<file path="config.mk">
export PLATFORM = sky130hd
export DESIGN_NAME = dec10b8b_stream
export DESIGN_NICKNAME = d
export VERILOG_FILES = /design/src/rtl/dec10b8b_pkg.sv /design/src/rtl/dec10b8b_stream_sym_dec.sv /design/src/rtl/dec10b8b_stream.sv
export SDC_FILE = /design/constraint.sdc
export NUM_CORES = 1
export LEC_CHECK = 0
export CAP_MARGIN = 10
export CORE_UTILIZATION = 57
export DETAILED_ROUTE_END_ITERATION = 7
export PLACE_DENSITY = 0.89
export RECOVER_POWER = 50
export SYNTH_ARGS = -nofsm -noshare
export SYNTH_HDL_FRONTEND = slang
export SYNTH_SLANG_ARGS = --single-unit
</file>
<file path="constraint.sdc">
create_clock -name clk_i -period 3.15 [get_ports clk_i]
set_input_delay 0.63 -clock clk_i [delete_from_list [all_inputs] [get_ports clk_i]]
set_output_delay 0.63 -clock clk_i [all_outputs]
set_load 0.01 [all_outputs]
</file>
<file path="src/rtl/dec10b8b_pkg.sv">
// Shared definitions for the multi-lane 10b->8b stream decoder: symbol classes,
// control byte values, lock states and the half-symbol index tables.
package dec10b8b_pkg;

    localparam logic [2:0] CLS_ERR = 3'd0;
    localparam logic [2:0] CLS_32  = 3'd1;
    localparam logic [2:0] CLS_23  = 3'd2;
    localparam logic [2:0] CLS_41  = 3'd3;
    localparam logic [2:0] CLS_14  = 3'd4;

    localparam logic [7:0] K_NODATA = 8'h00;
    localparam logic [7:0] K_COMMA  = 8'h01;

    typedef enum logic {HUNT, LOCKED} lock_state_e;

    function automatic logic [2:0] pop5(input logic [4:0] v);
        return {2'b00, v[0]} + {2'b00, v[1]} + {2'b00, v[2]} + {2'b00, v[3]} + {2'b00, v[4]};
    endfunction

    // Class is set by the (upper, lower) weight split; anything else is illegal.
    function automatic logic [2:0] sym_class(input logic [4:0] u, input logic [4:0] l);
        case ({pop5(u), pop5(l)})
            {3'd3, 3'd2}: return CLS_32;
            {3'd2, 3'd3}: return CLS_23;
            {3'd4, 3'd1}: return CLS_41;
            {3'd1, 3'd4}: return CLS_14;
            default:      return CLS_ERR;
        endcase
    endfunction

    function automatic logic [3:0] h3_idx(input logic [4:0] v);
        case (v)
            5'b00111: return 4'd0;
            5'b01011: return 4'd1;
            5'b01101: return 4'd2;
            5'b01110: return 4'd3;
            5'b10011: return 4'd4;
            5'b10101: return 4'd5;
            5'b10110: return 4'd6;
            5'b11001: return 4'd7;
            5'b11010: return 4'd8;
            5'b11100: return 4'd9;
            default:  return 4'd0;
        endcase
    endfunction

    function automatic logic [3:0] h2_idx(input logic [4:0] v);
        case (v)
            5'b00011: return 4'd0;
            5'b00101: return 4'd1;
            5'b00110: return 4'd2;
            5'b01010: return 4'd3;
            5'b01100: return 4'd4;
            5'b01001: return 4'd5;
            5'b10001: return 4'd6;
            5'b10010: return 4'd7;
            5'b10100: return 4'd8;
            5'b11000: return 4'd9;
            default:  return 4'd0;
        endcase
    endfunction

    function automatic logic [2:0] h4_idx(input logic [4:0] v);
        case (v)
            5'b11110: return 3'd0;
            5'b11101: return 3'd1;
            5'b11011: return 3'd2;
            5'b10111: return 3'd3;
            5'b01111: return 3'd4;
            default:  return 3'd0;
        endcase
    endfunction

    function automatic logic [2:0] h1_idx(input logic [4:0] v);
        case (v)
            5'b00001: return 3'd0;
            5'b00010: return 3'd1;
            5'b00100: return 3'd2;
            5'b01000: return 3'd3;
            5'b10000: return 3'd4;
            default:  return 3'd0;
        endcase
    endfunction

endpackage

</file>
<file path="src/rtl/dec10b8b_stream_sym_dec.sv">
// Combinational single-lane 10b->8b decode: one symbol in, byte + K + error out.
module sym_dec_10b8b
    import dec10b8b_pkg::*;
(
    input  logic [9:0] sym_i,
    output logic [7:0] data_o,
    output logic       k_o,
    output logic       err_o
);

    logic [4:0] u, l;
    logic [3:0] a, b;

    assign u = sym_i[9:5];
    assign l = sym_i[4:0];

    always_comb begin
        data_o = 8'h00;
        k_o    = 1'b0;
        err_o  = 1'b0;
        a      = 4'd0;
        b      = 4'd0;
        case (sym_class(u, l))
            CLS_32: begin
                a = h3_idx(u);
                b = h2_idx(l);
                if (!a[3] && !b[3])  data_o = {2'b00, a[2:0], b[2:0]};
                else if (!b[3])      data_o = {4'b1000, a[0], b[2:0]};
                else if (!a[3])      data_o = {4'b1010, b[0], a[2:0]};
                else                 data_o = {6'b111100, a[0], b[0]};
            end
            CLS_23: begin
                a = h2_idx(u);
                b = h3_idx(l);
                if (!a[3] && !b[3])  data_o = {2'b01, a[2:0], b[2:0]};
                else if (!b[3])      data_o = {4'b1001, a[0], b[2:0]};
                else if (!a[3])      data_o = {4'b1011, b[0], a[2:0]};
                else if (a[0])       data_o = {6'b111101, 1'b0, b[0]};
                else begin
                    // a=8 with b in {8,9} is the control-symbol corner of the code space
                    k_o    = 1'b1;
                    data_o = b[0] ? K_COMMA : K_NODATA;
                end
            end
            CLS_41: begin
                a = {1'b0, h4_idx(u)};
                b = {1'b0, h1_idx(l)};
                if (!a[2] && !b[2])  data_o = {4'b1100, a[1:0], b[1:0]};
                else if (!b[2])      data_o = {6'b111000, b[1:0]};
                else if (!a[2])      data_o = {6'b111010, a[1:0]};
                else                 data_o = 8'hF6;
            end
            CLS_14: begin
                a = {1'b0, h1_idx(u)};
                b = {1'b0, h4_idx(l)};
                if (!a[2] && !b[2])  data_o = {4'b1101, a[1:0], b[1:0]};
                else if (!b[2])      data_o = {6'b111001, b[1:0]};
                else if (!a[2])      data_o = {6'b111011, a[1:0]};
                else                 data_o = 8'hF7;
            end
            default: err_o = 1'b1;
        endcase
    end

endmodule

</file>
<file path="src/rtl/dec10b8b_stream.sv">
// Multi-lane 10b->8b stream decoder: per-lane decode, registered valid/ready
// output stage, link-lock FSM and saturating lane-error counter.
module dec10b8b_stream
    import dec10b8b_pkg::*;
#(
    parameter int LANES_P      = 2,
    parameter int LOCK_CNT_P   = 8,
    parameter int UNLOCK_CNT_P = 4,
    parameter int ERR_CNT_W_P  = 16
) (
    input  logic                     clk_i,
    input  logic                     reset_n_i,
    input  logic [10*LANES_P-1:0]    data_i,
    input  logic                     valid_i,
    output logic                     ready_o,
    output logic [8*LANES_P-1:0]     data_o,
    output logic [LANES_P-1:0]       k_o,
    output logic [LANES_P-1:0]       err_o,
    output logic                     valid_o,
    input  logic                     ready_i,
    output logic                     locked_o,
    output logic [ERR_CNT_W_P-1:0]   err_cnt_o,
    input  logic                     err_clr_i
);

    localparam int CNT_MAX = (LOCK_CNT_P > UNLOCK_CNT_P) ? LOCK_CNT_P : UNLOCK_CNT_P;
    localparam int CNT_W   = $clog2(CNT_MAX + 1);
    localparam logic [CNT_W-1:0] LOCK_LAST   = CNT_W'(LOCK_CNT_P - 1);
    localparam logic [CNT_W-1:0] UNLOCK_LAST = CNT_W'(UNLOCK_CNT_P - 1);

    function automatic logic [ERR_CNT_W_P:0] popcnt(input logic [LANES_P-1:0] v);
        logic [ERR_CNT_W_P:0] n;
        n = '0;
        for (int i = 0; i < LANES_P; i++) n = n + (ERR_CNT_W_P+1)'(v[i]);
        return n;
    endfunction

    logic [LANES_P-1:0][7:0] dec_data;
    logic [LANES_P-1:0]      dec_k, dec_err;

    for (genvar g = 0; g < LANES_P; g++) begin : g_lane
        sym_dec_10b8b u_dec (
            .sym_i  (data_i[10*g +: 10]),
            .data_o (dec_data[g]),
            .k_o    (dec_k[g]),
            .err_o  (dec_err[g])
        );
    end

    logic                    valid_q, valid_d;
    logic [LANES_P-1:0][7:0] data_q, data_d;
    logic [LANES_P-1:0]      k_q, k_d, err_q, err_d;
    lock_state_e             state_q, state_d;
    logic [CNT_W-1:0]        run_q, run_d;
    logic [ERR_CNT_W_P-1:0]  err_cnt_q, err_cnt_d;
    logic [ERR_CNT_W_P:0]    err_sum;
    logic                    accept, beat_err;

    assign ready_o  = !valid_q || ready_i;
    assign accept   = valid_i && ready_o;
    assign beat_err = |dec_err;
    assign err_sum  = {1'b0, err_cnt_q} + popcnt(dec_err);

    always_comb begin
        valid_d = valid_q;
        data_d  = data_q;
        k_d     = k_q;
        err_d   = err_q;
        if (accept) begin
            valid_d = 1'b1;
            data_d  = dec_data;
            k_d     = dec_k;
            err_d   = dec_err;
        end else if (ready_i) begin
            valid_d = 1'b0;
        end
    end

    // run_q counts clean beats while hunting and errored beats while locked.
    always_comb begin
        state_d = state_q;
        run_d   = run_q;
        if (accept) begin
            case (state_q)
                HUNT: begin
                    if (beat_err)                run_d = '0;
                    else if (run_q == LOCK_LAST) begin
                        state_d = LOCKED;
                        run_d   = '0;
                    end else                     run_d = run_q + 1'b1;
                end
                LOCKED: begin
                    if (!beat_err)                 run_d = '0;
                    else if (run_q == UNLOCK_LAST) begin
                        state_d = HUNT;
                        run_d   = '0;
                    end else                       run_d = run_q + 1'b1;
                end
                default: begin
                    state_d = HUNT;
                    run_d   = '0;
                end
            endcase
        end
    end

    always_comb begin
        err_cnt_d = err_cnt_q;
        if (err_clr_i)    err_cnt_d = '0;
        else if (accept)  err_cnt_d = err_sum[ERR_CNT_W_P] ? '1 : err_sum[ERR_CNT_W_P-1:0];
    end

    always_ff @(posedge clk_i or negedge reset_n_i) begin
        if (!reset_n_i) begin
            valid_q   <= 1'b0;
            data_q    <= '0;
            k_q       <= '0;
            err_q     <= '0;
            state_q   <= HUNT;
            run_q     <= '0;
            err_cnt_q <= '0;
        end else begin
            valid_q   <= valid_d;
            data_q    <= data_d;
            k_q       <= k_d;
            err_q     <= err_d;
            state_q   <= state_d;
            run_q     <= run_d;
            err_cnt_q <= err_cnt_d;
        end
    end

    assign valid_o   = valid_q;
    assign data_o    = data_q;
    assign k_o       = k_q;
    assign err_o     = err_q;
    assign locked_o  = (state_q == LOCKED);
    assign err_cnt_o = err_cnt_q;

endmodule

</file>
# --- Yosys cells after proc, flatten, opt, wreduce, memory -nomap -nowiden ---
# Memory sizes are Yosys's and may differ from the RTL's.
# Cells that the tools add are included.
word_totals:
  n_memories: 8
  register_bits: 42
  mem_bits_ro: 1024
classes:
  n_eq_ne: 50
  add_sub_neg: 19
  muxes: 83
  bitwise: 1
  reduce_logical: 32
memory_table:
  columns: ["name", "words", "width", "read_ports", "rd_clocked_by_memory_dff", "write_ports", "line", "text"]
  rows:
  - ["(no name shown)", 32, 4, 1, 0, 0, "dec10b8b_pkg.sv:32", "case (v)"]
  - ["(no name shown)", 32, 4, 1, 0, 0, "dec10b8b_pkg.sv:48", "case (v)"]
  - ["(no name shown)", 32, 4, 1, 0, 0, "dec10b8b_pkg.sv:48", null]
  - ["(no name shown)", 32, 4, 1, 0, 0, "dec10b8b_pkg.sv:32", null]
  - ["(no name shown)", 32, 4, 1, 0, 0, "dec10b8b_pkg.sv:32", null]
  - ["(no name shown)", 32, 4, 1, 0, 0, "dec10b8b_pkg.sv:48", null]
  - ["+2 memories", null, null, null, null, null, null, null]
op_table:
  columns: ["cell", "n"]
  rows:
  - ["$mux W8", 20]
  - ["$pmux W3 S4", 10]
  - ["$eq A5 B5 Y1 const B", 16]
  - ["$pmux W8 S4", 2]
  - ["$mux W16", 3]
  - ["$mux W4", 12]
  - ["$eq A5 B4 Y1 const B", 8]
  - ["$add A3 B1 Y3", 12]
  - ["$eq A6 B5 Y1 const B", 4]
  - ["$mux W3", 8]
  - ["$eq A5 B2 Y1 const B", 4]
  - ["$eq A5 B3 Y1 const B", 4]
  - ["$mux W1", 20]
  - ["$mux W5", 4]
  - ["$add A16 B2 Y17", 1]
  - ["$logic_not A1 Y1", 17]
  - ["$mux W7", 2]
  - ["$eq A3 B2 Y1 const B", 4]
  - ["$eq A6 B4 Y1 const B", 2]
  - ["$eq A6 B6 Y1 const B", 2]
  - ["$add A1 B1 Y2", 5]
  - ["$logic_and A1 B1 Y1", 9]
  - ["$pmux W4 S2", 1]
  - ["$reduce_or A4 Y1", 2]
  - ["other kinds (10)", 13]

# --- Logic depth before layout (Yosys ltp) ---
logic_depth:
  word_depth: 14
  depth_mapped: 22

# --- Hierarchy ---
# From an unflattened synthesis, not the netlist that was laid out.
hier_totals:
  cells_unflattened: 631
  hier_area_um2: 4937.2
by_module_without_submodules:
  columns: ["module", "area_each_um2", "cells_per_inst", "seq_area_each_um2", "instances"]
  rows:
  - ["dec10b8b_stream", 2065.7, 229, 1051.0, 1]
  - ["sym_dec_10b8b (g_lane[1].u_dec)", 1462.7, 202, 0.0, 1]
  - ["sym_dec_10b8b (g_lane[0].u_dec)", 1408.9, 200, 0.0, 1]

# --- Least setup slack after synthesis ---
# Ideal clock, no wire load.
synth_path:
  path_type: "input port to flip-flop"
  start: "input data_i[2]"
  end: "register err_cnt_q[13], in the netlist err_cnt_o[13]"
  path_buffers: 3
  slack_ps: -1840
  t_required_ps: 3056
  path_stages: 20
  arrival_ps: 4896
  path_cell_list: "buf_2 -> buf_1 -> inv_1 -> fa_1 -> inv_1 -> ha_1 -> fa_1 -> and2b_2 -> nand4_1 -> nand3_1 -> fa_1 -> inv_1 -> ha_1 -> nand3_1 -> nor3_1 -> nand4_1 -> clkbuf_1 -> a21oi_1 -> nor2_1 -> a211oi_1"
synth_between:
  elab_chain_cells: 13
  word_cells_on_any_way: 19
synth_rtl:
  columns: ["element", "line", "text"]
  rows:
  - ["start: declaration", "dec10b8b_stream.sv:13", "input logic [10*LANES_P-1:0] data_i,"]
  - ["$add A3 B1 Y3 * (3 in series)", "dec10b8b_pkg.sv:17", "return {2'b00, v[0]} + {2'b00, v[1]} + {2'b00, v[2]} + {2'b00, v[3]} + {2'b00, v[4]};"]
  - ["$eq A6 B4 Y1, or another cell as far along", "dec10b8b_pkg.sv:22", "case ({pop5(u), pop5(l)})"]
  - ["$pmux W3 S4 *", "dec10b8b_pkg.sv:22", null]
  - ["$eq A3 B1 Y1, or another cell as far along", "dec10b8b_stream_sym_dec.sv:23", "case (sym_class(u, l))"]
  - ["$reduce_or A4 Y1 (no line) *", null, null]
  - ["$mux W1 *", "dec10b8b_stream_sym_dec.sv:23", null]
  - ["$add A1 B1 Y2 *", "dec10b8b_stream.sv:34", "for (int i = 0; i < LANES_P; i++) n = n + (ERR_CNT_W_P+1)'(v[i]);"]
  - ["$add A16 B2 Y17 *", "dec10b8b_stream.sv:62", "assign err_sum = {1'b0, err_cnt_q} + popcnt(dec_err);"]
  - ["$mux W16 * (2 in series)", "dec10b8b_stream.sv:110", "else if (accept) err_cnt_d = err_sum[ERR_CNT_W_P] ? '1 : err_sum[ERR_CNT_W_P-1:0];"]
  - ["$mux W16 *", "dec10b8b_stream.sv:109", "if (err_clr_i) err_cnt_d = '0;"]
  - ["end signal: assignment", "dec10b8b_stream.sv:129", "err_cnt_q <= err_cnt_d;"]
  - ["end: declaration", "dec10b8b_stream.sv:55", "logic [ERR_CNT_W_P-1:0] err_cnt_q, err_cnt_d;"]
# Mark *: on every way between the ends. The rest lies on a longest branch, timed or not. The select of a mux whose other input is x is not followed.
# A chain may end at the register's enable or synchronous reset.

# --- Worst setup path after layout ---
layout_path:
  start: "input data_i[0]"
  end: "register err_cnt_q[15], in the netlist err_cnt_o[15]"
layout_between:
  elab_chain_cells: 14
  word_cells_on_any_way: 20
layout_rtl:
  columns: ["element", "line"]
  rows:
  - ["$add A1 B1 Y2 *", "dec10b8b_pkg.sv:17"]
  - ["$add A3 B1 Y3 * (3 in series)", "dec10b8b_pkg.sv:17"]
  - ["$eq A6 B4 Y1, or another cell as far along", "dec10b8b_pkg.sv:22"]
  - ["$pmux W3 S4 *", "dec10b8b_pkg.sv:22"]
  - ["$eq A3 B1 Y1, or another cell as far along", "dec10b8b_stream_sym_dec.sv:23"]
  - ["$reduce_or A4 Y1 (no line) *", null]
  - ["$mux W1 *", "dec10b8b_stream_sym_dec.sv:23"]
  - ["$add A1 B1 Y2 *", "dec10b8b_stream.sv:34"]
  - ["$add A16 B2 Y17 *", "dec10b8b_stream.sv:62"]
  - ["$mux W16 * (2 in series)", "dec10b8b_stream.sv:110"]
  - ["$mux W16 *", "dec10b8b_stream.sv:109"]
# Marked as above.

==> results.md <==
- Number of synthesized flops with an enable pin: 0
- Synth cell types: 76
- Final Instance Area: between 7000 and 8000 um^2
- Area of the multi-input gates: 4090 um^2
- Fillers: 447
- Rows: 33
- Final Hold Viols: 0
- Post-Route Skew: 0.02548 ns
- Failing checks: DRC, capacitance limit, slew limit, setup timing
- Input/output buffers: 63
- Sw Share: approximately two fifths
- Die height: around 95 um
- Final slew viol count: 43
- Yosys warnings: 0
- Synthesized area: slightly below 5000 um^2
- Gr usage total: 42.21%
- H-tree Lvls: 2
- Hold Path Origin: err_o[1]
- Synth Instances: 626
- Int Power: between 1000 and 1500 uW
- Drt drc: 26
- Required time worst endpoint: around 3.3 ns
- Post-DRT Antenna Nets: 0
- Die area: 8958 um^2
- Combinational share of power: 49.0%
- Overall routed net length: about 20 mm
- Post-synthesis sequential area ratio: a little over a fifth
- Crit path from: data_i[0]
- Switching pwr: slightly below 800 uW
- Worst setup margin: -1.306 ns
- Critical path class: input port to flip-flop
- Area growth syn-to-layout: 46.73%
- CTS Buf Count: 5
- Syn Nets: 694
- Detail-routed net length per standard cell: around 23 um
- Leakage: about 0.003 uW
- DP HPWL: roughly 12 mm
- Die Width: 94.65 um
- Design Power: 2081 uW
- Clk_lat worst skew: roughly 0.34 ns
- Via density: 6.944
- RSZ-0062 raised after global routing: yes
- Max-cap violations: 1
- Clock root buffer: clkbuf_8
- Max-Slew Margin vs Limit: -54.56%
- VDD IR max: between 200 and 250 uV
- Total gr overflow: 0
- Via count of the first global-routing pass: approximately 6000
- Crit end category: flip-flop
- Antenna Diode Count: 0
- First-pass GRT wire length: between 20 and 30 mm
- Largest net degree at the start of global routing: 43
- Vias: ~6000
- Slew @ Worst Pin: 2.318 ns
- Core ar.: 8258 um^2
- P per Cell Area: ~290 nW/um^2
- Min Tclk post-route: roughly 4.5 ns
- Primary FF master, synth: dfrtp_1
- Placement Setup Slack: -1.983 ns
- Synth Register Bits: 42
- CP startpoint kind: input port
- Final core occ: between 80% and 90%
- CTS Hold Bufs: 0
- Worst min-delay path class: flip-flop to flip-flop
- R2R Path Start: err_cnt_o[0]
- IO Pins: 64
- Proportion of layout cells with a drive suffix above 1: around 36%
- Worst EP arrival: 4.63 ns
- DP Area: approximately 6400 um^2
- Effective utilization at floorplan: 59.24%
- CTS max path bufs: 2
- Sequential share of power: 29.1%
- Setup violations, final: 30
- Initial DRC count: 810
- CTS clock-pin slew for the worst setup and hold paths: about 0.10 ns
- Final #Nets: between 800 and 900
- Tcrit/Tclk final: 141.5%
- Sequential cell area: 1051 um^2
- CTS Sinks: 42
- Antenna violations before repair: 1
- Syn_area_per_cell: 7.815 um^2
- Global placer's final weighted congestion: just under 1
- CP max FO: 3
- Clock power share: between 20% and 30%
- DR pass1 iterations: 8
- Outcome: finished, violations left
- Fmax: roughly 220 MHz
- TritonCTS clock tree: built
- Asr flop ratio synth: 100.0%
kinds of logic after synthesis:
family	synth area share (%)
buffers and inverters	6.854
DFF	21.48
adders and majority gates	12.38
and+or+nand+nor	27.60
xor gates and xnor gates	1.253
AOI/OAI and AO/OA	23.76
muxes	6.675
Yosys cell counts (all sizes together) (9+ instances only):
master	instances	area (um^2)
a21oi	39	195.2
a211oi	14	105.1
nor2	39	146.4
and3	12	75.07
nand2	60	227.7
and2	9	56.31
nand3b	10	75.07
ha	34	425.4
mux2	13	146.4
mux2i	18	180.2
buf	16	83.83
o21ai	40	204.0
clkbuf	24	90.09
fa	9	180.2
dfrtp	42	1051
inv	42	157.7
nor3	18	90.09
nand3	39	195.2
a31oi	14	87.58
nand2b	12	85.08
sequential cells by signal (all words and copies together) (netlist names):
name and cells:
valid_o 1, err_cnt_o 16, locked_o 1, data_o 16, err_o 2, run_q 4, k_o 2
layer usage:
layer | up-vias | share of wire, % | track usage, %
li1 | 2594 | - | -
met1 | 2815 | 34 | 44.61
met2 | 513 | 48 | 73.26
met3 | 187 | 10 | 10.71
met4 | 2 | 8.7 | 29.04
met5 | - | 0.060 | 0
layout by cell type, fill, tap and decap left out, types with 6 or more instances in the layout:
| cell | instances |
|---|---|
| buf_4 | 103 |
| nand2_1 | 52 |
| clkdlybuf4s50_1 | 44 |
| dfrtp_1 | 42 |
| nor2_1 | 35 |
| a21oi_1 | 33 |
| nand3_1 | 31 |
| ha_1 | 25 |
| o21ai_0 | 23 |
| inv_1 | 20 |
| mux2i_1 | 17 |
| buf_6 | 15 |
| a31oi_1 | 14 |
| inv_2 | 13 |
| and3_1 | 12 |
| nor3_1 | 11 |
| mux2_2 | 11 |
| nand3b_1 | 10 |
| a211oi_2 | 10 |
| nand2b_1 | 9 |
| nand4_1 | 8 |
| o21ai_1 | 8 |
| dlygate4sd2_1 | 8 |
| inv_4 | 7 |
| nor2b_1 | 7 |
| buf_8 | 7 |
| and2b_2 | 6 |
| and2_4 | 6 |
| o21ai_2 | 6 |
path summary, 6_finish.rpt:
| check | cells past startpoint | slack [ns] | to |
|---|---|---|---|
| max | 18 | -1.31 | err_cnt_o[15] |
| min | 2 | 0.50 | err_o[1] |
| max reg2reg | 8 | 0.59 | err_cnt_o[15] |
| min reg2reg | 2 | 0.50 | err_o[1] |
| max in group asynchronous | 1 | 0.83 | err_o[1] |
| min in group asynchronous | 1 | 0.98 | err_cnt_o[14] |
stage by stage:
step	setup TNS, ns	hold slack (ns)	instances
final	-24.86	0.5021	880
after global routing	-28.01	0.5320	880
after CTS	-23.65	0.4874	875
after detailed placement	-55.86	0.4709	848
after global placement	-50.97	0.4613	848
after floorplan	-20.71	0.3344	626
final cells by class:
class / instances / share of cell area (%)
clock buffers: 7 / 1.063
clock inverters: 1 / 0.4183
inverters: 43 / 2.754
well taps: 105 / 1.830
multi-input cells: 501 / 56.98
flip-flops and latches: 42 / 14.64
repair buffers: 181 / 22.31
power by group through the flow:
stage | clock network (uW) | logic (uW) | registers (uW)
3_5_place_dp | 0 | 849 | 610
3_3_place_gp | 0 | 817 | 609
5_1_grt | 469 | 1080 | 606
2_1_floorplan | 0 | 479 | 619
4_1_cts | 421 | 940 | 600
6_report | 456 | 1020 | 606
repair_timing:
item                       in CTS  in global routing
setup endpoints to repair      41                 39
resized for setup             140                 44
buffers inserted               22                  9
pin swaps                      42                 24
worst max-delay path: stages:
cell,delay (ns)
buf_8,0.08
inv_4,0.03
ha_4,0.26
inv_2,0.03
fa_1,0.50
inv_1,0.05
ha_2,0.18
fa_2,0.59
and2b_2,0.23
nand4_1,0.16
nand3_4,0.11
fa_2,0.37
nand3b_1,0.21
nor3_2,0.28
and2_4,0.21
nand3_4,0.07
buf_4,0.16
a211oi_2,0.48
No activity file was read; power rests on OpenSTA's default activity.
